<file path="src/rtl/video_axis_sink.sv">
// video_axis_sink
// AXI4-Stream video sink that checks each frame against an expected geometry.
// It measures line length and frame height, pulses SOF/EOL error flags,
// keeps saturating frame/error counters and reports lock after a clean frame.
// tdata is ignored.
//
// Build option: define VIDEO_SINK_BP_EN to throttle s_axis_tready with a
// 16-bit Fibonacci LFSR (taps 16,14,13,11). Without it, tready = en & ~rst.
//
// state     | meaning
// ----------+-------------------------------------------
// ST_SYNC   | waiting for an SOF (tuser) beat
// ST_ACTIVE | inside a frame, counting pixels and lines
module video_axis_sink #(
    parameter int DATAW = 24,
    parameter int CNTW  = 16
) (
    input  logic             clk,
    input  logic             rst,
    input  logic             en,
    input  logic [12:0]      exp_width,
    input  logic [12:0]      exp_height,
    input  logic [DATAW-1:0] s_axis_tdata,
    input  logic             s_axis_tvalid,
    input  logic             s_axis_tuser,
    input  logic             s_axis_tlast,
    output logic             s_axis_tready,
    output logic [12:0]      meas_width,
    output logic [12:0]      meas_height,
    output logic             frame_done,
    output logic             err_sof,
    output logic             err_eol_early,
    output logic             err_eol_late,
    output logic [CNTW-1:0]  frame_cnt,
    output logic [CNTW-1:0]  err_cnt,
    output logic             locked
);

    typedef enum logic {
        ST_SYNC   = 1'b0,
        ST_ACTIVE = 1'b1
    } state_t;

    localparam logic [12:0] PIX_MAX = 13'h1FFF;

    state_t          r_state;
    state_t          w_state_nxt;

    logic [12:0]     r_pix;
    logic [12:0]     r_line;
    logic            r_late_seen;
    logic            r_frame_err;
    logic [12:0]     r_meas_width;
    logic [12:0]     r_meas_height;
    logic            r_frame_done;
    logic            r_err_sof;
    logic            r_err_early;
    logic            r_err_late;
    logic            r_lock_ok;
    logic [CNTW-1:0] r_frame_cnt;
    logic [CNTW-1:0] r_err_cnt;
    logic            r_locked;

    logic            w_ready;
    logic            w_acc;
    logic            w_in_frame;
    logic [12:0]     w_pix_base;
    logic [12:0]     w_line_base;
    logic [12:0]     w_len;
    logic [13:0]     w_line_inc;
    logic            w_frame_end;
    logic            w_late_base;
    logic            w_ferr_base;
    logic            w_sof_nxt;
    logic            w_early_nxt;
    logic            w_late_nxt;
    logic            w_done_nxt;
    logic            w_lock_ok_nxt;
    logic            w_any_err;
    logic            w_unused_tdata;

    assign w_unused_tdata = ^s_axis_tdata;

`ifdef VIDEO_SINK_BP_EN
    logic [15:0] r_lfsr;
    logic        w_lfsr_fb;

    assign w_lfsr_fb = r_lfsr[15] ^ r_lfsr[13] ^ r_lfsr[12] ^ r_lfsr[10];

    // Pseudo-random ready pattern; frozen while the sink is disabled
    always_ff @(posedge clk) begin
        if (rst) begin
            r_lfsr <= 16'hACE1;
        end else if (en) begin
            r_lfsr <= {r_lfsr[14:0], w_lfsr_fb};
        end
    end

    assign w_ready = en & r_lfsr[0] & ~rst;
`else
    assign w_ready = en & ~rst;
`endif

    assign s_axis_tready = w_ready;
    assign w_acc         = s_axis_tvalid & w_ready;

    // State register
    always_ff @(posedge clk) begin
        if (rst) begin
            r_state <= ST_SYNC;
        end else begin
            r_state <= w_state_nxt;
        end
    end

    // Next state: SOF always (re)enters ACTIVE; the final EOL of a frame returns to SYNC
    always_comb begin
        w_state_nxt = r_state;
        if (w_in_frame) begin
            w_state_nxt = ST_ACTIVE;
            if (w_frame_end) begin
                w_state_nxt = ST_SYNC;
            end
        end
    end

    // Beat decode: an SOF beat restarts counting from zero before being counted itself
    always_comb begin
        w_in_frame    = 1'b0;
        w_pix_base    = r_pix;
        w_line_base   = r_line;
        w_late_base   = r_late_seen;
        w_ferr_base   = r_frame_err;
        w_len         = 13'd0;
        w_line_inc    = 14'd0;
        w_frame_end   = 1'b0;
        w_sof_nxt     = 1'b0;
        w_early_nxt   = 1'b0;
        w_late_nxt    = 1'b0;
        w_done_nxt    = 1'b0;
        w_lock_ok_nxt = 1'b0;

        if (s_axis_tuser) begin
            w_pix_base  = 13'd0;
            w_line_base = 13'd0;
            w_late_base = 1'b0;
            w_ferr_base = 1'b0;
        end

        w_len       = (w_pix_base == PIX_MAX) ? PIX_MAX : w_pix_base + 13'd1;
        w_line_inc  = {1'b0, w_line_base} + 14'd1;
        w_frame_end = s_axis_tlast && (w_line_inc == {1'b0, exp_height});

        if (w_acc) begin
            if (r_state == ST_SYNC) begin
                w_in_frame = s_axis_tuser;
                w_sof_nxt  = !s_axis_tuser && (r_frame_cnt != '0);
            end else begin
                w_in_frame = 1'b1;
                w_sof_nxt  = s_axis_tuser;
            end
        end

        if (w_in_frame) begin
            if (s_axis_tlast) begin
                w_early_nxt = (w_len < exp_width);
                w_done_nxt  = w_frame_end;
            end else begin
                w_late_nxt  = (w_len == exp_width) && !w_late_base;
            end
            w_lock_ok_nxt = w_done_nxt && !w_ferr_base && !w_early_nxt;
        end
    end

    // Frame datapath: pixel/line counters, measurements, registered pulses
    always_ff @(posedge clk) begin
        if (rst) begin
            r_pix         <= '0;
            r_line        <= '0;
            r_late_seen   <= 1'b0;
            r_frame_err   <= 1'b0;
            r_meas_width  <= '0;
            r_meas_height <= '0;
            r_frame_cnt   <= '0;
            r_frame_done  <= 1'b0;
            r_err_sof     <= 1'b0;
            r_err_early   <= 1'b0;
            r_err_late    <= 1'b0;
            r_lock_ok     <= 1'b0;
        end else begin
            r_frame_done <= w_done_nxt;
            r_err_sof    <= w_sof_nxt;
            r_err_early  <= w_early_nxt;
            r_err_late   <= w_late_nxt;
            r_lock_ok    <= w_lock_ok_nxt;
            if (w_in_frame) begin
                if (s_axis_tlast) begin
                    r_pix        <= '0;
                    r_late_seen  <= 1'b0;
                    r_meas_width <= w_len;
                    r_frame_err  <= w_ferr_base | w_early_nxt;
                    if (w_frame_end) begin
                        r_line        <= '0;
                        r_meas_height <= w_line_inc[12:0];
                        if (r_frame_cnt != '1) begin
                            r_frame_cnt <= r_frame_cnt + 1'b1;
                        end
                    end else begin
                        r_line <= w_line_inc[12:0];
                    end
                end else begin
                    r_pix       <= w_len;
                    r_line      <= w_line_base;
                    r_late_seen <= w_late_base | w_late_nxt;
                    r_frame_err <= w_ferr_base | w_late_nxt;
                end
            end
        end
    end

    assign w_any_err = r_err_sof | r_err_early | r_err_late;

    // Error counter and lock follow the registered pulses; an error beats a clean frame_done
    always_ff @(posedge clk) begin
        if (rst) begin
            r_err_cnt <= '0;
            r_locked  <= 1'b0;
        end else begin
            if (w_any_err && (r_err_cnt != '1)) begin
                r_err_cnt <= r_err_cnt + 1'b1;
            end
            if (w_any_err) begin
                r_locked <= 1'b0;
            end else if (r_frame_done && r_lock_ok) begin
                r_locked <= 1'b1;
            end
        end
    end

    // Output drive
    always_comb begin
        meas_width    = r_meas_width;
        meas_height   = r_meas_height;
        frame_done    = r_frame_done;
        err_sof       = r_err_sof;
        err_eol_early = r_err_early;
        err_eol_late  = r_err_late;
        frame_cnt     = r_frame_cnt;
        err_cnt       = r_err_cnt;
        locked        = r_locked;
    end

endmodule

</file>
<file path="config.mk">
export PLATFORM = sky130hd
export DESIGN_NAME = video_axis_sink
export DESIGN_NICKNAME = d
export VERILOG_FILES = /design/src/rtl/video_axis_sink.sv
export SDC_FILE = /design/constraint.sdc
export NUM_CORES = 1
export LEC_CHECK = 0
export ABC_AREA = 1
export BUFFER_PORTS_ARGS = -buffer_cell sky130_fd_sc_hd__buf_2
export CORE_UTILIZATION = 50
export DETAILED_ROUTE_END_ITERATION = 12
export PLACE_DENSITY = 0.74
export SLEW_MARGIN = 40
export SYNTH_ARGS = -nofsm -noshare
export SYNTH_HDL_FRONTEND = slang
export SYNTH_SLANG_ARGS = --single-unit
</file>
<file path="constraint.sdc">
create_clock -name clk -period 4.35 [get_ports clk]
set_input_delay 1.305 -clock clk [delete_from_list [all_inputs] [get_ports clk]]
set_output_delay 1.305 -clock clk [all_outputs]
set_load 0.005 [all_outputs]
</file>
==> results of run 1 <==
## metal layers
| metal | vias up | GRT usage (%) | wire, um |
|---|---|---|---|
| met4 | 0 | 7.83 | 238 |
| met1 | 2509 | 34.1 | 6700 |
| met5 | - | 0 | 0 |
| li1 | 2952 | - | - |
| met2 | 151 | 41.8 | 6350 |
| met3 | 20 | 5.51 | 877 |
## cell type report
| class | count | area [um2] | share of cell area, % |
|---|---|---|---|
| Tap cell | 140 | 175 | 2.75 |
| Timing Repair Buffer | 106 | 558 | 8.75 |
| Inverter | 124 | 467 | 7.32 |
| Clock buffer | 12 | 165 | 2.59 |
| Sequential cell | 93 | 1860 | 29.2 |
| Multi-Input combinational cell | 608 | 3100 | 48.6 |
| Clock inverter | 4 | 53.8 | 0.843 |
## registers in the layout (all words and copies together) (netlist names), 13 cells and up
name         flops
r_line          13
err_cnt         16
meas_width      13
frame_cnt       16
r_pix           13
meas_height     13
## report_power, final
group          total [uW]  internal, uW  switching [uW]
sequential            860           856            4.04
clock                 639           315             324
combinational         104          35.0            68.8
## stage by stage
stage / total power [uW] / area, um2 / util (%) / hold WS [ns] / instances
3_5_place_dp: 984 / 6160 / 56.8 / 0.455 / 1071
6_report: 1600 / 6380 / 58.9 / 0.461 / 1087
4_1_cts: 1620 / 6380 / 58.9 / 0.469 / 1087
2_1_floorplan: 946 / 5570 / - / 0.445 / 854
5_1_grt: 1670 / 6380 / 58.9 / 0.484 / 1087
3_3_place_gp: 983 / 6160 / 56.8 / 0.453 / 1071
## synthesized netlist by cell type, types with 2 or more instances
cell type  number  area (um2)
nand2_1       209         785
inv_1         116         435
dfxtp_1        93        1860
nor2_1         91         342
a21oi_1        70         350
nand3_1        64         320
o21ai_0        37         185
nand4_1        30         188
clkbuf_1       21        78.8
ha_1           18         225
nor3_1         16        80.1
xor2_1         10        87.6
nor2_2          7        43.8
nor4_1          7        43.8
xnor2_1         6        52.6
inv_2           5        18.8
buf_6           4        45.0
nand3b_1        4        30.0
o21ai_1         4        20.0
a211oi_1        3        22.5
a31oi_1         3        18.8
buf_2           3        15.0
nand2_2         3        18.8
nand3_2         3        30.0
nand4_2         3        37.5
clkinv_1        2        7.51
nor2_4          2        22.5
nor2_8          2        40.0
o211ai_2        2        25.0
or2_2           2        12.5
## worst max-delay path: stages
cell      delay, ns
buf_2          0.13
nor2_1         0.15
ha_1           0.20
nand2_1        0.07
nor2_2         0.12
nand2_1        0.13
nor2_1         0.14
nand2_1        0.11
nor3_2         0.16
nand3_1        0.11
buf_4          0.20
nand2_1        0.12
ha_1           0.25
nand2_1        0.09
nor2_1         0.04
a211oi_1       0.16
o21ai_0        0.14
nand3_1        0.09
nand3_1        0.09
o21ai_0        0.14
inv_1          0.07
a31oi_1        0.12
## cells by family after synthesis
logic type,after synthesis
DFF,93
xor gates and xnor gates,16
adders and majority gates,18
buffers and inverters,153
and+or+nand+nor,448
AOI/OAI and AO/OA,126
## final timing paths
path | startpoint | endpoint | slack (ns) | depth (start not counted)
setup reg to reg | r_pix[0]$_SDFFE_PP0P_ | r_frame_err$_SDFFE_PP0P_ | 1.20 | 22
hold / removal | err_cnt[15]$_SDFFE_PP0P_ | err_cnt[15]$_SDFFE_PP0P_ | 0.46 | 2
setup / recovery | s_axis_tuser | r_frame_err$_SDFFE_PP0P_ | 0.53 | 22
hold reg to reg | err_cnt[15]$_SDFFE_PP0P_ | err_cnt[15]$_SDFFE_PP0P_ | 0.46 | 2
==> flow_summary.yaml, run 1 <==
finish:
  final_common_cell: "nand2_1"
  fin_nets: 1016
  diodes: 0
  synthToLayoutAreaGrowth_pct: 14.5
  fillers: 1133
  final_cell_mix: "nand2_1 (209), inv_1 (115), buf_2 (95)"
  drive_above_1_share_pct: 16.9
cts:
  clk_path_buf_depth: 2
  cts_tree: "done"
  h-tree-depth: 3
  cts_buffers: 9
  cts_hold_buf: 0
  post-cts-setup-buffer-count: 0
  clk_pin_slew_ns: 0.09
  clk_latency_ns: 0.38
  cts_resized: 0
  clockRootBuffer: "clkbuf_8"
  clock-sinks: 93
routing:
  routed-via-count: 5632
  drc_errors: 0
  antenna_left: 0
  drt_iter0_drc: 301
  routed_wl_um: 14200
  post_drt_via_cell_ratio: 5.18
  wire_per_inst_um: 13.0
  firstDrtPassIters: 5
critical_path:
  cp-start-kind: "input port"
  critical_path_required_ns: 4.66
  endpoint_kind: "register"
  crit_fanout: 11
  worstSetupPathType: "input port to register"
  cp_data_arrival_time_ns: 4.14
global_routing:
  grt_pass1_vias: 4898
  grt_pass1_wl_um: 23200
  grt_use_total_pct: 25.7
  grt_max_degree: 61
  antenna_found_initial: 0
  grt-ovfl-total: 0
hold_path:
  hold_class: "register to register"
logic_synthesis:
  synth_edf_count: 0
  synthSimpleGateAreaFrac_pct: 36.8
  synth_top_family_by_area: "simple AND/OR/NAND/NOR gates"
  ys_async_sr_fraction_pct: 0
  synth-main-ff-cell: "dfxtp_1"
  synth_compound_area_share_pct: 12.2
  seq_area_frac_synth_pct: 33.4
  synth.area.mux_share_pct: 0
  synthXorXnorAreaFrac_pct: 2.51
  netlist_area_um2: 5570
  synth.net_count: 928
  synth_seq_cells: 93
  ys_warn_count: 0
  syn_avg_cell_area_um2: 6.53
  yosys.area_share.adder_pct: 4.04
  netlist_instances: 854
  synth.distinct_cells: 44
placement:
  place.gp.congestion: 0.937
  pre_cts_slack_ns: 0.155
  port_buffers: 95
  place_hpwl_um: 10400
sta:
  rsz0062_at_grt: "no"
  hold_violations: 0
  maxSlewHeadroom_pct: 49.9
  fin_worst_skew_ns: 0.00627
  finalSetupTns_ns: 0
  fmax_ghz: 0.262
  setup_viol: 0
  worstMarginPinSlew_ns: 0.747
  timing.final.ws_setup_ns: 0.526
  fin_crit_sh_pct: 87.9
  slew_viol_final: 0
  min_period_ns: 3.82
outcome:
  status: "completed"
die:
  pin_count: 120
  die_w_um: 108
  initial_core_util_pct: 51.4
  core.rowCount: 38
  die-area_um2: 11600
  die-height_um: 108
  core_region_area_um2: 10800
power_and_ir_drop:
  p_leak_uw: 0.00299
  p_per_area_nw_per_um2: 251
  vdd_ir_drop_max_uv: 185
run:
  cap_violations: 0
No activity file was read; power rests on OpenSTA's default activity.
==> inputs of run 2 (changes only) <==
Settings changed: CTS_BUF_LIST set to sky130_fd_sc_hd__clkbuf_2.
==> flow_summary.yaml, run 2 (synthesis gave the netlist of run 1 again) <==
cts:
  clk_latency_ns: 0.59
  cts_buffers: 9
  cts_resized: 0
  clockRootBuffer: "clkbuf_2"
  h-tree-depth: 3
  post-cts-setup-buffer-count: 0
  clk_pin_slew_ns: 0.24
  clock-sinks: 93
  clk_path_buf_depth: 2
  cts_tree: "done"
  cts_hold_buf: 0
die:
  die-area_um2: 11600
  initial_core_util_pct: 51.4
  core.rowCount: 38
  pin_count: 120
  core_region_area_um2: 10800
  die-height_um: 108
  die_w_um: 108
critical_path:
  cp_top_family: "simple AND/OR/NAND/NOR gates"
  cpMostUsedCell: "nand2_1"
  worstSetupPathType: "input port to register"
  r2r_cells: 22
  slowest_delay_ns: 0.25
  worstPathCellList: "buf_2, nor2_1, ha_1, nand2_1, nor2_2, nand2_1, nor2_1, nand2_1, nor3_2, nand3_1, buf_4, nand2_1, ha_1, nand2_1, nor2_1, a211oi_1, o21ai_0, nand3_1, nand3_1, o21ai_0, inv_1, a31oi_1"
  crit_fanout: 11
  cp_data_arrival_time_ns: 4.14
  path_buf_inv: 3
  critical_path_required_ns: 4.88
  worstSetupPathDepth: 22
  cp-start-kind: "input port"
  cp_slowest_cell: "ha_1"
  endpoint_kind: "register"
power_and_ir_drop:
  vdd_ir_drop_max_uv: 147
  p_per_area_nw_per_um2: 224
  p_leak_uw: 0.00295
global_routing:
  grt_pass1_vias: 4874
  grt_pass1_wl_um: 23100
  grt_max_degree: 61
  grt-ovfl-total: 0
  antenna_found_initial: 0
  grt_use_total_pct: 25.5
sta:
  fin_worst_skew_ns: 0.0153
  hold_violations: 0
  worstMarginPinSlew_ns: 0.750
  maxSlewHeadroom_pct: 49.6
  setup_viol: 0
  fin_crit_sh_pct: 83.0
  fmax_ghz: 0.277
  finalSetupTns_ns: 0
  rsz0062_at_grt: "no"
  slew_viol_final: 0
  min_period_ns: 3.61
placement:
  port_buffers: 95
  place.gp.congestion: 0.937
  place_hpwl_um: 10400
routing:
  drt_iter0_drc: 343
  drc_errors: 0
  antenna_left: 0
  firstDrtPassIters: 5
  post_drt_via_cell_ratio: 5.19
  routed-via-count: 5639
  wire_per_inst_um: 13.0
  routed_wl_um: 14100
outcome:
  status: "completed"
finish:
  synthToLayoutAreaGrowth_pct: 12.5
  diodes: 0
  drive_above_1_share_pct: 16.6
  fin_util_pct: 57.8
  final_cell_mix: "nand2_1 (209), inv_1 (115), buf_2 (95)"
  fin_nets: 1016
  final_common_cell: "nand2_1"
hold_path:
  hold_class: "register to register"
  hold_depth: 2
run:
  cap_violations: 0
[run 2: through the flow]
| stage | hold WS, ns | setup WS, ns | total power [uW] | cells | instance area (um2) |
|---|---|---|---|---|---|
| CTS | 0.483 | 0.806 | 1420 | 1087 | 6270 |
| finish | 0.474 | 0.740 | 1400 | 1087 | 6270 |
| floorplan | 0.445 | 0.344 | 946 | 854 | 5570 |
| global placement | 0.453 | 0.186 | 983 | 1071 | 6160 |
| detailed placement | 0.455 | 0.155 | 984 | 1071 | 6160 |
| global route | 0.497 | 0.430 | 1470 | 1087 | 6270 |
[run 2: worst paths after layout]
path	from	to	slack, ns
setup / recovery	s_axis_tuser	r_frame_err$_SDFFE_PP0P_	0.74
hold / removal	err_cnt[15]$_SDFFE_PP0P_	err_cnt[15]$_SDFFE_PP0P_	0.47
setup reg to reg	r_pix[0]$_SDFFE_PP0P_	r_frame_err$_SDFFE_PP0P_	1.15
hold reg to reg	err_cnt[15]$_SDFFE_PP0P_	err_cnt[15]$_SDFFE_PP0P_	0.47
[run 2: power breakdown]
part	switching, uW	internal [uW]	leakage, uW	total [uW]
registers	4.07	861	0.000750	865
logic	69.0	35.0	0.00214	104
clock network	307	128	0.0000610	435
total	380	1020	0.00295	1400
[run 2: worst min-delay path, cell delays in order (launching register included)]
cell and delay (ns):
dfxtp_1 0.37, inv_1 0.05, a21oi_1 0.05
[run 2: routing by layer]
metal,track usage (%),vias up,wire [um]
met3,5.15,16,764
met1,33.8,2529,6720
li1,-,2948,-
met4,7.44,0,180
met5,0,-,0
met2,41.7,146,6440
[run 2: final cells by class]
cell class	instances	area [um2]
tap	140	175
timing repair buffer	106	558
clock inverter	7	65.1
multi-input combinational	608	3100
clock buffer	9	45.0
inverter	124	467
fill	1158	4570
sequential	93	1860
==> inputs of run 3 (changes only) <==
Settings changed: ABC_AREA 1 to 0, PLACE_DENSITY 0.74 to 0.75.
Clock period 4.35 ns to 3.59 ns, I/O delays scaled along.
==> flow_summary.yaml, run 3 <==
outcome:
  status: "completed"
routing:
  drt_iter0_drc: 260
  wire_per_inst_um: 15.1
  drc_errors: 0
  routed-via-count: 5220
  post_drt_via_cell_ratio: 5.69
  antenna_left: 0
  routed_wl_um: 13800
  firstDrtPassIters: 5
power_and_ir_drop:
  vdd_ir_drop_max_uv: 203
  combPwrFrac_pct: 7.3
  total_power_uw: 1790
  seq_power_share_pct: 58.4
  p_switching_uw: 461
  p_int_uw: 1330
  pwr-share-clk_pct: 34.3
  switching_share_pct: 25.7
  p_per_area_nw_per_um2: 275
  p_leak_uw: 0.00281
critical_path:
  cp-start-kind: "input port"
  path_buf_inv: 4
  r2r_cells: 15
  critical_path_required_ns: 4.10
  crit_fanout: 9
  cp_slowest_cell: "or4b_2"
  cpMostUsedCell: "buf_4"
  cp_data_arrival_time_ns: 3.97
  worstSetupPathType: "input port to register"
  endpoint_kind: "register"
  slowest_delay_ns: 0.62
  worstSetupPathDepth: 14
  worstPathCellList: "buf_2, buf_4, nor2b_1, ha_2, nand3_4, or4_4, a21oi_4, a211o_1, nor3b_2, buf_4, buf_4, nand2_2, or4b_2, o211ai_1"
  cp_top_family: "simple AND/OR/NAND/NOR gates"
sta:
  fmax_ghz: 0.289
  hold_violations: 0
  timing.hold.ws_ns: 0.479
  slew_viol_final: 0
  worstMarginPinSlew_ns: 0.523
  fin_crit_sh_pct: 96.3
  setup_viol: 0
  fin_worst_skew_ns: 0.0347
  rsz0062_at_grt: "yes"
  maxSlewHeadroom_pct: 65.1
  min_period_ns: 3.46
finish:
  final_cell_mix: "buf_2 (95), dfxtp_1 (93), nor2_1 (83)"
  final_common_cell: "buf_2"
  fin_nets: 854
  diodes: 0
  drive_above_1_share_pct: 27.9
  synthToLayoutAreaGrowth_pct: 25.4
  fillers: 891
logic_synthesis:
  ys_async_sr_fraction_pct: 0
  synth_area_leaders: "dfxtp_1 (36%), nor2_1 (6.0%), ha_1 (4.3%)"
  netlist_instances: 642
  synth.area.mux_share_pct: 1.97
  yosys-top-cells-count: "dfxtp_1 (93), nor2_1 (83), nand2_1 (49), nand3_1 (37), a21oi_1 (35)"
  synth_top_family_by_area: "simple AND/OR/NAND/NOR gates"
  yosys.area_share.adder_pct: 4.33
  synth.distinct_cells: 66
  synth_edf_count: 0
  syn_avg_cell_area_um2: 8.09
  synthDominantCellAreaShare_pct: 35.8
  synth_compound_area_share_pct: 17.5
  seq_area_frac_synth_pct: 35.8
  synth_seq_cells: 93
  synth_most_common_cell: "dfxtp_1"
  synth-main-ff-cell: "dfxtp_1"
  synth.net_count: 716
  ys_warn_count: 0
  synthXorXnorAreaFrac_pct: 6.14
  synthSimpleGateAreaFrac_pct: 28.8
  netlist_area_um2: 5200
  synth_top_area_cell: "dfxtp_1"
cts:
  h-tree-depth: 3
  clk_latency_ns: 0.59
  clock-sinks: 93
  cts_buffers: 9
  clk_path_buf_depth: 2
  clk_pin_slew_ns: 0.26
  cts_hold_buf: 0
  clockRootBuffer: "clkbuf_2"
  cts_tree: "done"
die:
  core_region_area_um2: 9910
  die-area_um2: 10800
  core.rowCount: 36
  die_w_um: 104
  initial_core_util_pct: 52.4
  pin_count: 120
  die-height_um: 104
global_routing:
  grt_pass1_wl_um: 23200
  grt_pass1_vias: 4968
  grt-ovfl-total: 0
  antenna_found_initial: 0
  grt_max_degree: 44
  grt_use_total_pct: 26.1
placement:
  port_buffers: 95
  place_hpwl_um: 10300
  place.gp.congestion: 0.868
hold_path:
  hold_class: "register to register"
  hold_depth: 2
run:
  cap_violations: 0
## run 3: cell types whose count changed in the layout (fill, tap and decap cells not counted), sizes merged, moves of 11 or more
cell / change
xor2: +11
nand2: -164
nand3: -29
a21oi: -35
buf: +59
nand4: -20
inv: -91
nor2: -17
and3: +15
a22oi: +13
o21ai: -17
## run 3: cells by family after synthesis
family                   after synthesis
XOR/XNOR                              33
flip-flops                            93
adder cells (fa/ha/maj)               18
buffers and inverters                 68
AO/OA/AOI/OAI                        131
multiplexers                          10
AND/OR/NAND/NOR                      289
## run 3: final timing paths
| check | from | to | slack (ns) |
|---|---|---|---|
| setup reg to reg | r_pix[1]$_SDFFE_PP0P_ | r_lock_ok$_SDFF_PP0_ | 0.41 |
| setup / recovery | s_axis_tuser | r_line[10]$_SDFFE_PP0P_ | 0.13 |
| hold reg to reg | meas_height[12]$_SDFFE_PP0P_ | meas_height[12]$_SDFFE_PP0P_ | 0.48 |
| hold / removal | meas_height[12]$_SDFFE_PP0P_ | meas_height[12]$_SDFFE_PP0P_ | 0.48 |
## run 3: layer usage
layer | vias to the layer above | GRT usage [%] | routed length (um)
met3 | 21 | 3.32 | 663
met1 | 2488 | 33.8 | 6230
li1 | 2584 | - | -
met4 | 0 | 9.90 | 260
met2 | 127 | 44.1 | 6680
met5 | - | 0 | 0
## run 3: per-stage QoR
step | setup slack, ns | std cells | utilization [%] | cell area (um2) | TNS, ns
floorplan | -0.609 | 642 | - | 5410 | -14.69
global placement | -0.605 | 902 | 64.0 | 6340 | -12.70
detailed placement | -0.658 | 902 | 64.0 | 6340 | -16.43
CTS | 0.0472 | 918 | 65.4 | 6480 | 0
global route | -0.0243 | 918 | 65.7 | 6510 | -0.0433
finish | 0.133 | 918 | 65.7 | 6510 | 0
## run 3: power by group through the flow
stage	combinational (uW)	sequential [uW]	clock, uW
2_1_floorplan	76.3	1060	0
3_3_place_gp	126	1060	0
3_5_place_dp	129	1060	0
4_1_cts	130	1050	629
5_1_grt	145	1050	673
6_report	131	1050	615
## run 3: timing repair
action,4_1_cts,5_1_grt
setup endpoints to repair,1,8
resized for setup,2,8
setup buffers,0,0
pin swaps,0,0
## run 3: worst min-delay path, stage by stage, from the launching register on
cell	delay (ns)
dfxtp_1	0.37
nand2_1	0.05
a21oi_1	0.05
## run 3: area by class of cell
| type | instances | area [um2] | share of cell area (%) |
|---|---|---|---|
| well taps | 133 | 166 | 2.55 |
| clock buffers | 9 | 45.0 | 0.692 |
| flip-flops and latches | 93 | 1860 | 28.6 |
| clock inverters | 7 | 97.6 | 1.50 |
| multi-input cells | 481 | 3220 | 49.4 |
| repair buffers | 165 | 1010 | 15.6 |
| inverters | 30 | 113 | 1.73 |
